[src/rtl/muldiv_unit_if.sv]
// Request/response bundle between the core and the iterative RV32M multiply/divide unit.
interface muldiv_unit_if #(
   parameter int XLEN = 32
);
   logic            start;
   logic [2:0]      funct3;
   logic [XLEN-1:0] rs1_data;
   logic [XLEN-1:0] rs2_data;
   logic [4:0]      rd_addr_in;
   logic            busy;
   logic            done;
   logic [XLEN-1:0] result;
   logic [4:0]      rd_addr_out;

   modport master (
      output start, funct3, rs1_data, rs2_data, rd_addr_in,
      input  busy, done, result, rd_addr_out
   );

   modport slave (
      input  start, funct3, rs1_data, rs2_data, rd_addr_in,
      output busy, done, result, rd_addr_out
   );
endinterface

[src/rtl/muldiv_unit.sv]
// Iterative RV32M multiply/divide: 32-step shift-add multiply and restoring divide on magnitudes,
// with sign correction and divide special cases resolved when the result is registered.
module muldiv_unit #(
   parameter int XLEN = 32
) (
   input  logic         clk,
   input  logic         reset,
   muldiv_unit_if.slave bus
);
   typedef enum logic [1:0] {
      IDLE   = 2'd0,
      CALC   = 2'd1,
      FINISH = 2'd2
   } state_t;

   localparam logic [5:0] LAST_CNT = 6'(XLEN - 1);

   function automatic logic [XLEN-1:0] neg_w(input logic [XLEN-1:0] v);
      return ~v + {{(XLEN-1){1'b0}}, 1'b1};
   endfunction

   function automatic logic [2*XLEN-1:0] neg_d(input logic [2*XLEN-1:0] v);
      return ~v + {{(2*XLEN-1){1'b0}}, 1'b1};
   endfunction

   state_t            state_r, state_s;
   logic [5:0]        cnt_r;
   logic [2*XLEN-1:0] acc_r, acc_s;
   logic [XLEN-1:0]   opb_r;
   logic [2:0]        op_r;
   logic              neg_a_r, neg_b_r;
   logic [4:0]        rd_cap_r;
   logic [XLEN-1:0]   result_r;
   logic [4:0]        rd_out_r;
   logic              busy_r, done_r;
   logic              busy_s, done_s;

   // Operand capture decode
   logic            signed_a_s, signed_b_s, a_neg_s, b_neg_s;
   logic [XLEN-1:0] a_mag_s, b_mag_s;
   logic            div_zero_s, div_ovf_s, special_s;
   logic [XLEN-1:0] special_res_s;

   always_comb begin
      signed_a_s = (bus.funct3 == 3'b001) || (bus.funct3 == 3'b010) ||
                   (bus.funct3 == 3'b100) || (bus.funct3 == 3'b110);
      signed_b_s = (bus.funct3 == 3'b001) || (bus.funct3 == 3'b100) ||
                   (bus.funct3 == 3'b110);
      a_neg_s    = signed_a_s & bus.rs1_data[XLEN-1];
      b_neg_s    = signed_b_s & bus.rs2_data[XLEN-1];
      a_mag_s    = a_neg_s ? neg_w(bus.rs1_data) : bus.rs1_data;
      b_mag_s    = b_neg_s ? neg_w(bus.rs2_data) : bus.rs2_data;
      div_zero_s = bus.funct3[2] && (bus.rs2_data == {XLEN{1'b0}});
      div_ovf_s  = bus.funct3[2] && !bus.funct3[0] &&
                   (bus.rs1_data == {1'b1, {(XLEN-1){1'b0}}}) &&
                   (bus.rs2_data == {XLEN{1'b1}});
      special_s  = div_zero_s || div_ovf_s;
      if (bus.funct3[1]) begin
         special_res_s = div_zero_s ? bus.rs1_data : {XLEN{1'b0}};
      end else begin
         special_res_s = div_zero_s ? {XLEN{1'b1}} : bus.rs1_data;
      end
   end

   // One multiply or divide iteration; divide keeps the shifted-out bit so 2*rem+bit never overflows
   logic [XLEN:0]   sum_s;
   logic [XLEN:0]   part_s;
   logic [XLEN+1:0] diff_s;

   always_comb begin
      sum_s  = {1'b0, acc_r[2*XLEN-1:XLEN]};
      part_s = acc_r[2*XLEN-1:XLEN-1];
      diff_s = {1'b0, part_s} - {2'b00, opb_r};
      acc_s  = acc_r;
      if (op_r[2]) begin
         if (!diff_s[XLEN+1]) begin
            acc_s = {diff_s[XLEN-1:0], acc_r[XLEN-2:0], 1'b1};
         end else begin
            acc_s = {part_s[XLEN-1:0], acc_r[XLEN-2:0], 1'b0};
         end
      end else begin
         if (acc_r[0]) begin
            sum_s = {1'b0, acc_r[2*XLEN-1:XLEN]} + {1'b0, opb_r};
         end else begin
            sum_s = {1'b0, acc_r[2*XLEN-1:XLEN]};
         end
         acc_s = {sum_s, acc_r[XLEN-1:1]};
      end
   end

   // Sign correction and word select applied to the final iteration's value
   logic [2*XLEN-1:0] prod_s;
   logic [XLEN-1:0]   quo_s, rem_s, calc_res_s;

   always_comb begin
      prod_s = (neg_a_r ^ neg_b_r) ? neg_d(acc_s) : acc_s;
      quo_s  = (neg_a_r ^ neg_b_r) ? neg_w(acc_s[XLEN-1:0]) : acc_s[XLEN-1:0];
      rem_s  = neg_a_r ? neg_w(acc_s[2*XLEN-1:XLEN]) : acc_s[2*XLEN-1:XLEN];
      if (op_r[2]) begin
         calc_res_s = op_r[1] ? rem_s : quo_s;
      end else begin
         calc_res_s = (op_r[1:0] == 2'b00) ? prod_s[XLEN-1:0] : prod_s[2*XLEN-1:XLEN];
      end
   end

   always_ff @(posedge clk or posedge reset) begin
      if (reset) begin
         state_r <= IDLE;
      end else begin
         state_r <= state_s;
      end
   end

   always_comb begin
      state_s = state_r;
      case (state_r)
         IDLE: begin
            if (bus.start) begin
               state_s = special_s ? FINISH : CALC;
            end else begin
               state_s = IDLE;
            end
         end
         CALC: begin
            if (cnt_r == LAST_CNT) begin
               state_s = FINISH;
            end else begin
               state_s = CALC;
            end
         end
         FINISH:  state_s = IDLE;
         default: state_s = IDLE;
      endcase
   end

   always_comb begin
      busy_s = 1'b0;
      done_s = 1'b0;
      case (state_s)
         CALC:    busy_s = 1'b1;
         FINISH: begin
            busy_s = 1'b1;
            done_s = 1'b1;
         end
         default: begin
            busy_s = 1'b0;
            done_s = 1'b0;
         end
      endcase
   end

   // Operand capture and iteration state
   always_ff @(posedge clk or posedge reset) begin
      if (reset) begin
         cnt_r    <= 6'd0;
         acc_r    <= {(2*XLEN){1'b0}};
         opb_r    <= {XLEN{1'b0}};
         op_r     <= 3'd0;
         neg_a_r  <= 1'b0;
         neg_b_r  <= 1'b0;
         rd_cap_r <= 5'd0;
      end else if ((state_r == IDLE) && bus.start) begin
         cnt_r    <= 6'd0;
         op_r     <= bus.funct3;
         neg_a_r  <= a_neg_s;
         neg_b_r  <= b_neg_s;
         rd_cap_r <= bus.rd_addr_in;
         if (bus.funct3[2]) begin
            acc_r <= {{XLEN{1'b0}}, a_mag_s};
            opb_r <= b_mag_s;
         end else begin
            acc_r <= {{XLEN{1'b0}}, b_mag_s};
            opb_r <= a_mag_s;
         end
      end else if (state_r == CALC) begin
         cnt_r <= cnt_r + 6'd1;
         acc_r <= acc_s;
      end else begin
         cnt_r <= cnt_r;
         acc_r <= acc_r;
      end
   end

   // Registered outputs; result and destination update only on FINISH entry
   always_ff @(posedge clk or posedge reset) begin
      if (reset) begin
         busy_r   <= 1'b0;
         done_r   <= 1'b0;
         result_r <= {XLEN{1'b0}};
         rd_out_r <= 5'd0;
      end else begin
         busy_r <= busy_s;
         done_r <= done_s;
         if ((state_r == IDLE) && (state_s == FINISH)) begin
            result_r <= special_res_s;
            rd_out_r <= bus.rd_addr_in;
         end else if ((state_r == CALC) && (state_s == FINISH)) begin
            result_r <= calc_res_s;
            rd_out_r <= rd_cap_r;
         end else begin
            result_r <= result_r;
            rd_out_r <= rd_out_r;
         end
      end
   end

   assign bus.busy        = busy_r;
   assign bus.done        = done_r;
   assign bus.result      = result_r;
   assign bus.rd_addr_out = rd_out_r;
endmodule

[src/flat_wrapper.sv]
// flat-port wrapper written by rule: the top's interface ports become plain ports
module muldiv_unit_flat 
#(
   parameter int XLEN = 32
)
  (clk, reset, bus_start, bus_funct3, bus_rs1_data, bus_rs2_data, bus_rd_addr_in, bus_busy, bus_done, bus_result, bus_rd_addr_out);
  muldiv_unit_if #(.XLEN(XLEN)) bus_i ();
  input  logic clk;
  input  logic reset;
  input wire logic [$bits(bus_i.start)-1:0] bus_start;
  input wire logic [$bits(bus_i.funct3)-1:0] bus_funct3;
  input wire logic [$bits(bus_i.rs1_data)-1:0] bus_rs1_data;
  input wire logic [$bits(bus_i.rs2_data)-1:0] bus_rs2_data;
  input wire logic [$bits(bus_i.rd_addr_in)-1:0] bus_rd_addr_in;
  output wire logic [$bits(bus_i.busy)-1:0] bus_busy;
  output wire logic [$bits(bus_i.done)-1:0] bus_done;
  output wire logic [$bits(bus_i.result)-1:0] bus_result;
  output wire logic [$bits(bus_i.rd_addr_out)-1:0] bus_rd_addr_out;
  assign bus_i.start = bus_start;
  assign bus_i.funct3 = bus_funct3;
  assign bus_i.rs1_data = bus_rs1_data;
  assign bus_i.rs2_data = bus_rs2_data;
  assign bus_i.rd_addr_in = bus_rd_addr_in;
  assign bus_busy = bus_i.busy;
  assign bus_done = bus_i.done;
  assign bus_result = bus_i.result;
  assign bus_rd_addr_out = bus_i.rd_addr_out;
  muldiv_unit #(.XLEN(XLEN)) u_core (.clk(clk), .reset(reset), .bus(bus_i));
endmodule
[config.mk]
export PLATFORM = sky130hd
export DESIGN_NAME = muldiv_unit_flat
export DESIGN_NICKNAME = d
export VERILOG_FILES = /design/src/rtl/muldiv_unit_if.sv /design/src/rtl/muldiv_unit.sv /design/src/flat_wrapper.sv
export SDC_FILE = /design/constraint.sdc
export NUM_CORES = 1
export LEC_CHECK = 0
export BUFFER_PORTS_ARGS = -buffer_cell sky130_fd_sc_hd__buf_2
export CORE_UTILIZATION = 45
export DETAILED_ROUTE_END_ITERATION = 10
export HOLD_SLACK_MARGIN = 0.08
export PLACE_DENSITY = 0.69
export SLEW_MARGIN = 10
export SYNTH_ARGS = -nofsm -noshare
export SYNTH_HDL_FRONTEND = slang
export SYNTH_SLANG_ARGS = --single-unit
[constraint.sdc]
create_clock -name clk -period 6.9 [get_ports clk]
set_input_delay 1.38 -clock clk [delete_from_list [all_inputs] [get_ports clk]]
set_output_delay 1.38 -clock clk [all_outputs]
set_load 0.02 [all_outputs]
Word-level counts from Yosys, hierarchy flattened --
Cells that the tools add are included.
Operators by class: mux-type cells 30, add/subtract/negate cells 8, equal/unequal tests 10, reduce and logical (&&, ||, !) cells 20, bitwise gates (word level) 8
Operators by type and width (count):
- $mux 32 | 14
- $mux 64 | 5
- $add 32x1->32 const B | 4
- $not 32->32 | 4
- $add 64x1->64 const B | 1
- $eq 32x32->1 const B | 2
- $not 64->64 | 1
- $sub 33x32->34 | 1
- $add 32x32->33 | 1
- $mux 33 | 1
- $logic_not 32->1 | 1
- $mux 6 | 2
- $mux 5 | 2
- $logic_and 1x1->1 | 7
- $add 6x1->6 const B | 1
- $eq 3x3->1 const B | 2
- $eq 6x5->1 const B | 1
- $logic_or 1x1->1 | 6
- $mux 2 | 3
- $eq 2x1->1 const B | 2
- $logic_not 2->1 | 2
- $pmux 2 s2 | 1
- $reduce_bool 2->1 | 2
- $eq 3x1->1 const B | 1
- other kinds (7) | 9
Word-level totals: word-level logic and storage cells 88, output and inout bits 39, register bits 153

Depth between registers and ports, before layout --
Gate-level depths: netlist of the first run.
word-level depth 12, depth in mapped cells 23, gate-level depth less buffers 20

Worst setup path after synthesis of the first run --
OpenSTA, ideal clock, no wires.
path type register to register, from register u_core.op_r[2], to register u_core.result_r[26], in the netlist u_core.bus.result[26], slack 1.047 ns, clock period less this slack 5.853 ns, data required time 6.771 ns, data arrival time 5.723 ns, library setup time 0.129 ns, buffers on the path 9, cell stages (with the launch flop) 22, cell sequence dfrtp_1 -> buf_2 -> buf_2 -> buf_2 -> buf_2 -> buf_2 -> buf_1 -> buf_2 -> buf_1 -> buf_1 -> mux2i_1 -> ha_1 -> o21ai_0 -> nor4_1 -> o2111ai_1 -> nor3_1 -> and2_1 -> nand2_1 -> nor4_1 -> and3_1 -> a31oi_1 -> o41a_1
Between the ends: longest elaborated chain between the ends 8, elaborated cells between the ends (all ways) 15, those cells by class add/sub (3); mux (9); bitwise (3)
RTL lines:
- start: declaration | line muldiv_unit.sv:30 | logic [2:0] op_r;
- start signal: assignment | line muldiv_unit.sv:164 | op_r <= bus.funct3;
- $mux 64 | line muldiv_unit.sv:75 | if (op_r[2]) begin
- $not 64->64 or $not 32->32 (tied branches) | line muldiv_unit.sv:23, muldiv_unit.sv:19
- $add 64x1->64 or $add 32x1->32 (tied branches) | line muldiv_unit.sv:23, muldiv_unit.sv:19
- $mux 64 (tied with other cells) | line muldiv_unit.sv:96 | prod_s = (neg_a_r ^ neg_b_r) ? neg_d(acc_s) : acc_s;
- $mux 32, on equally long branches | line muldiv_unit.sv:102, muldiv_unit.sv:100
- $mux 32 * | line muldiv_unit.sv:99 | if (op_r[2]) begin
- $mux 32 * | line muldiv_unit.sv:197 | end else if ((state_r == CALC) && (state_s == FINISH)) begin
- $mux 32 * | line muldiv_unit.sv:194 | if ((state_r == IDLE) && (state_s == FINISH)) begin
- end signal: assignment | line muldiv_unit.sv:195 | result_r <= special_res_s;
- end signal: assignment | line muldiv_unit.sv:198 | result_r <= calc_res_s;
- end signal: assignment | line muldiv_unit.sv:201 | result_r <= result_r;
- end: declaration | line muldiv_unit.sv:33 | logic [XLEN-1:0] result_r;
Every way passes the cells marked *; elsewhere a longest branch is shown, timed or not. The select of a mux whose other input is x is not followed. A chain may end at the register's enable or synchronous reset.

Final worst setup path of the first run --
from register u_core.acc_r[61], to register u_core.result_r[30], in the netlist u_core.bus.result[30]
Between the ends: longest elaborated chain between the ends 10, elaborated cells between the ends (all ways) 19, those cells by class add/sub (5); mux (11); bitwise (3)
RTL lines:
- start: declaration | line muldiv_unit.sv:28 | logic [2*XLEN-1:0] acc_r, acc_s;
- start signal: assignment | line muldiv_unit.sv:156 | acc_r <= {(2*XLEN){1'b0}};
- start signal: assignment | line muldiv_unit.sv:169 | acc_r <= {{XLEN{1'b0}}, a_mag_s};
- start signal: assignment | line muldiv_unit.sv:172 | acc_r <= {{XLEN{1'b0}}, b_mag_s};
- $sub 33x32->34 or $add 32x32->33 (tied branches) | line muldiv_unit.sv:73, muldiv_unit.sv:83
- $mux 64 or $mux 33 (tied branches) | line muldiv_unit.sv:76, muldiv_unit.sv:82
- $mux 64 * | line muldiv_unit.sv:75
- $not 64->64 or $not 32->32 (tied branches) | line muldiv_unit.sv:23, muldiv_unit.sv:19
- $add 64x1->64 or $add 32x1->32 (tied branches) | line muldiv_unit.sv:23, muldiv_unit.sv:19
- $mux 64 (tied with other cells) | line muldiv_unit.sv:96
- $mux 32, on equally long branches | line muldiv_unit.sv:102, muldiv_unit.sv:100
- $mux 32 * | line muldiv_unit.sv:99
- $mux 32 * | line muldiv_unit.sv:197
- $mux 32 * | line muldiv_unit.sv:194
Marked as above.

==> results of run 1 <==
[worst min-delay path, stage by stage, from the launching register on]
cell and delay (ps):
dfrtp_1 340, nand2_1 50, o21ai_0 60
[per-stage QoR]
step                hold slack, ps  area, sq um
floorplan                    445.4        16910
global placement             459.0        17790
detailed placement           466.9        17790
CTS                          481.7        18430
global route                 506.0        18430
finish                       478.5        18430
[cell usage in the layout (no fill, tap or decap), types with 21 or more instances in the layout]
master | synthesis | final
nand4_1 | 34 | 34
o31ai_1 | 23 | 23
mux2i_1 | 52 | 52
xor2_1 | 67 | 66
nor2_1 | 212 | 212
nand2_1 | 281 | 280
nand3_1 | 49 | 49
o22ai_1 | 24 | 24
a221oi_1 | 32 | 32
nor3_1 | 61 | 61
nand2b_1 | 22 | 21
dfrtp_1 | 153 | 152
a211oi_1 | 33 | 33
o211ai_1 | 22 | 22
xnor2_1 | 97 | 96
ha_1 | 71 | 71
buf_4 | 3 | 41
a31oi_1 | 43 | 43
inv_1 | 76 | 75
buf_2 | 22 | 112
nor4_1 | 25 | 24
a21oi_1 | 166 | 166
o21ai_0 | 238 | 238
a21o_1 | 30 | 30
maj3_1 | 30 | 30
[logic make-up after synthesis]
family / Yosys count / synth area share (%)
AO/OA/AOI/OAI: 786 / 30.07
XOR/XNOR: 164 / 8.496
multiplexers: 60 / 3.612
flip-flops: 153 / 22.65
AND/OR/NAND/NOR: 808 / 22.64
buffers and inverters: 223 / 5.269
adder cells (fa/ha/maj): 103 / 7.268
[sequential cells by signal (all words and copies together), names as in the netlist]
name                    cells
u_core.acc_r               64
u_core.bus.busy             1
u_core.bus.done             1
u_core.bus.rd_addr_out      5
u_core.bus.result          32
u_core.cnt_r                6
u_core.neg_a_r              1
u_core.neg_b_r              1
u_core.op_r                 3
u_core.opb_r               32
u_core.rd_cap_r             5
u_core.state_r              2
[final cells by class]
cell class	instances	area [sq um]
fill	3697	18360
multi-input combinational	1921	12220
sequential	153	3832
timing repair buffer	153	868.3
tap	468	585.6
clock buffer	20	446.7
inverter	76	290.3
clock inverter	12	187.7
[metal layers]
metal	vias up	global-route usage (%)	wire length [um]
met5	-	0	0
li1	8539	-	-
met1	9061	49.24	28750
met2	1121	56.03	31070
met4	0	17.65	3633
met3	180	5.811	7004
[worst min-delay path by stage]
stage	startpoint	to	slack, ps	cells past startpoint
after floorplan	u_core.rd_cap_r[0]	u_core.rd_cap_r[0]	450	2
after global routing	u_core.rd_cap_r[3]	u_core.rd_cap_r[3]	510	2
after global placement	u_core.rd_cap_r[3]	u_core.rd_cap_r[3]	460	2
after detailed placement	u_core.bus.rd_addr_out[1]	u_core.bus.rd_addr_out[1]	470	2
after CTS	u_core.bus.rd_addr_out[1]	u_core.bus.rd_addr_out[1]	480	2
final	u_core.bus.rd_addr_out[1]	u_core.bus.rd_addr_out[1]	480	2
[synthesized netlist by cell type, drive strengths merged, types with 9 or more instances]
library cell	number
and3	14
nand4	35
o31ai	25
xor2	67
or4	11
inv	76
a21oi	172
ha	71
nand2	281
a221o	9
a31oi	46
xnor2	97
o211ai	22
nor4	27
mux2i	52
or2	10
a21o	30
nor3	64
and2	16
o21a	10
nor2b	12
nor2	212
a221oi	32
a22o	17
o22ai	24
nand2b	22
dfrtp	153
buf	46
a31o	9
a211oi	35
nand3	49
nor3b	11
o21ai	250
clkbuf	101
a22oi	9
or3	17
maj3	30
==> results.tsv, run 1 <==
metric	value	unit
status	finished clean	
final setup fails	0	
Gate Count Post-Synth	2297	
Util after Layout	50.10	%
Synth area leaders	dfrtp_1 (23%), o21ai_0 (7.0%), nand2_1 (6.2%)	
Initial Util	45.96	%
FF+latch count, synth	153	
Final ANT Viol Nets	0	
Fmax achieved	0.1632	GHz
Area growth, synth to finish	9.007	%
count of input and output buffers	113	
post-cts resize count	0	
pre-CTS setup slack	859.6	ps
antenna cell count	0	
max_cap viols	0	
final hold viol count	0	
arrival time worst endpoint	6490	ps
TNS Setup	0	ps
antenna violations before repair	0	
Main synth FF type	dfrtp_1	
WS Path Type	reg -> reg	
R2R Path Start	u_core.acc_r[61]	
vias in the first global route	17291	
width of the die	195.8	um
crit-path cells	ha_1 > a21o_1 > a211oi_1 > o21ai_1 > buf_4 > a21oi_2 > a31o_2 > ha_1 > o21ai_0 > nor4_1 > o2111ai_1 > nor3_1 > and2_1 > nand2_1 > nor4_1 > and3_1 > nand4b_1 > and3_1 > o21a_1 > o21ai_1	
Tmin final	6126	ps
Via Count	18901	
type of the worst min-delay path	reg -> reg	
die area	38350	sq um
total CTS buffers	17	
num rows	70	
latest clock arrival within the worst-skew pair	450	ps
r2r setup slk	770	ps
dominant cell type by area after synthesis	dfrtp_1	
Worst-Margin Slew	1083	ps
max-slew violation count	0	
CP endpoint kind	register	
non-filler cells, final	2803	
Pre-antenna DRT Iters	8	
CTS hold repair buffers	0	
CP peak stage delay	670	ps
Worst R2R End	u_core.bus.result[30]	
Tot GR Track Use	36.26	%
Syn Nets	2445	
Syn Std Cell Area	16910	sq um
Clock Tree Buf Depth	2	
CTS root buf	clkbuf_16	
DRC Markers	0	
FFs w/ async S/R, synth	100.0	%
YS warnings	0	
CP bufs+invs	1	
clk_skew	11.79	ps
crit share post-route	88.78	%
DRT Wirelength	70460	um
post-CTS setup buffers	0	
largest net degree at the start of global routing	102	
DRT iter0 DRCs	2445	
layout cells sized above 1	10.58	%
Detailed Place HPWL	54080	um
CTS sink cnt	153	
CP Max Fanout	5	
NumNets Final	2470	
Post-synth EDFFs	0	
vias per cell	6.743	
CTS clock-pin slew for the worst setup and hold paths	70	ps
synth unique cells	94	
GP Congestion	1.067	
crit path launch type	register	
Required @ worst endpoint	7270	ps
placed cells	2771	
crit path to	u_core.bus.result[30]	
die height	195.8	um
WP depth	20	
PnR worst setup slack	774.0	ps
Seq/Total Area, Yosys	22.65	%
FF-to-FF path depth	20	
unrepaired setup endpoints after global routing	no	
H-tree depth	4	
CTS tree	built	
Yosys top cell area share	22.65	%
Top Family by Delay on Critical Path	simple AND/OR/NAND/NOR gates	
slew margin rel.	27.06	%
first-pass GRT wire length	105800	um
CP max stage cell	nor4_1	
Placeable Area	36790	sq um
grt total ovfl	0	
CP startpoint	u_core.acc_r[61]	
IO Count	114	
syn_area_per_cell	7.360	sq um
drt wl/cell	25.14	um
Power of run 1 is not shown: default switching activity piles up to over one toggle a cycle in this logic, so the estimate is an artifact.
==> inputs of run 2 (changes only) <==
- MAX_ROUTING_LAYER: unset -> met4
==> results.tsv, run 2 (synthesized netlist as in run 1, its figures left out) <==
metric	value	unit
Hold Slack	477.8	ps
Clock Tree Buf Depth	2	
met1 WL	30620	um
vias in the first global route	17054	
layout cells sized above 1	10.66	%
Hold Path Cell Cnt	2	
GP Congestion	1.070	
Fmax achieved	0.1628	GHz
first-pass GRT wire length	107900	um
FF-to-FF path depth	19	
crit share post-route	89.04	%
max_cap viols	0	
min-delay src	u_core.bus.rd_addr_out[0]	
CP Max Fanout	13	
final hold viol count	0	
max reg flops	64	
post-CTS setup buffers	0	
antenna violations before repair	2	
hold endpoint	u_core.bus.rd_addr_out[0]	
largest net degree at the start of global routing	118	
met2 wire length	32410	um
count of input and output buffers	113	
arrival time worst endpoint	6520	ps
DR top layer	met4	
max-slew violation count	0	
width of the die	195.8	um
Worst-Margin Slew	1081	ps
CTS tree	built	
final setup fails	0	
total CTS buffers	17	
post-cts resize count	0	
CTS hold repair buffers	0	
Tot GR Track Use	38.61	%
most frequent cells in the layout	nand2_1 (280), o21ai_0 (238), nor2_1 (212)	
Tmin final	6144	ps
slew margin rel.	27.86	%
CP endpoint kind	register	
Placeable Area	36790	sq um
WS Path Type	reg -> reg	
fill cell count	3706	
Area growth, synth to finish	8.836	%
CTS clock-pin slew for the worst setup and hold paths	70	ps
type of the worst min-delay path	reg -> reg	
commonest non-fill, non-tap cell in the layout	nand2_1	
Final ANT Viol Nets	0	
num rows	70	
Via Count	18628	
Detailed Place HPWL	56420	um
R2R Path Start	u_core.acc_r[45]	
Initial Util	45.96	%
CTS sink cnt	153	
die area	38350	sq um
WL met3	6212	um
Worst R2R End	u_core.bus.result[30]	
status	finished clean	
grt total ovfl	0	
unrepaired setup endpoints after global routing	no	
die height	195.8	um
Pre-antenna DRT Iters	8	
DRT Wirelength	72370	um
r2r setup slk	760	ps
Util after Layout	50.02	%
drt wl/cell	25.79	um
Required @ worst endpoint	7280	ps
clk_skew	19.45	ps
latest clock arrival within the worst-skew pair	460	ps
IO Count	114	
DRC Markers	0	
H-tree depth	4	
NumNets Final	2470	
TNS Setup	0	ps
vias per cell	6.639	
Most flops, register	u_core.acc_r	
DRT iter0 DRCs	2314	
crit path launch type	register	
CTS root buf	clkbuf_16	
[run 2: cell types whose count changed in the layout (fill, tap and decap cells not counted), sizes merged]
cell and delta:
clkinv +3, inv +3, clkbuf -2, clkinvlp -1, bufinv -3, diode +3
[run 2: critical path: stages (launching register included)]
cell       delay (ps)
dfrtp_1           460
ha_1              490
a21oi_1           330
o211ai_1          230
a21oi_2           230
a31o_1            210
a31o_2            260
ha_1              190
o21ai_0           190
nor4_1            650
o2111ai_1         290
nor3_1            420
and2_1            310
nand2_1           180
nor4_1            620
and3_1            350
nand4b_1          140
and3_1            210
o21a_1            180
o21ai_1           120
[run 2: how the worst max path moves through the flow]
stage                     cells after the start  slack, ps                     to             start
final                                        19        760  u_core.bus.result[30]  u_core.acc_r[45]
after global routing                         19        410  u_core.bus.result[30]  u_core.acc_r[45]
after CTS                                    19        860  u_core.bus.result[30]  u_core.acc_r[45]
after detailed placement                     19        920  u_core.bus.result[30]  u_core.acc_r[45]
after global placement                       19       1150  u_core.bus.result[30]  u_core.acc_r[45]
after floorplan                              21       1050  u_core.bus.result[26]    u_core.op_r[2]
[run 2: stage by stage]
step           setup slack (ps)  area (sq um)  cells
2_1_floorplan              1047         16910   2297
3_3_place_gp               1148         17790   2771
3_5_place_dp              917.6         17790   2771
4_1_cts                   864.5         18390   2803
5_1_grt                   405.6         18400   2804
6_report                  756.2         18400   2806
[run 2: layout make-up]
type | count | area [sq um] | area share, %
Antenna cell | 3 | 7.507 | 0.04080
Clock buffer | 18 | 439.2 | 2.387
Clock inverter | 14 | 158.9 | 0.8636
Inverter | 76 | 290.3 | 1.578
Multi-Input combinational cell | 1921 | 12220 | 66.40
Sequential cell | 153 | 3832 | 20.83
Tap cell | 468 | 585.6 | 3.182
Timing Repair Buffer | 153 | 868.3 | 4.719
[run 2: layer usage]
| layer | vias up | global-route usage (%) |
|---|---|---|
| li1 | 8548 | - |
| met1 | 8991 | 51.50 |
| met2 | 954 | 58.72 |
| met3 | 135 | 5.432 |
| met4 | 0 | 15.80 |
| met5 | - | - |
Power of run 2 is left out for the same reason.
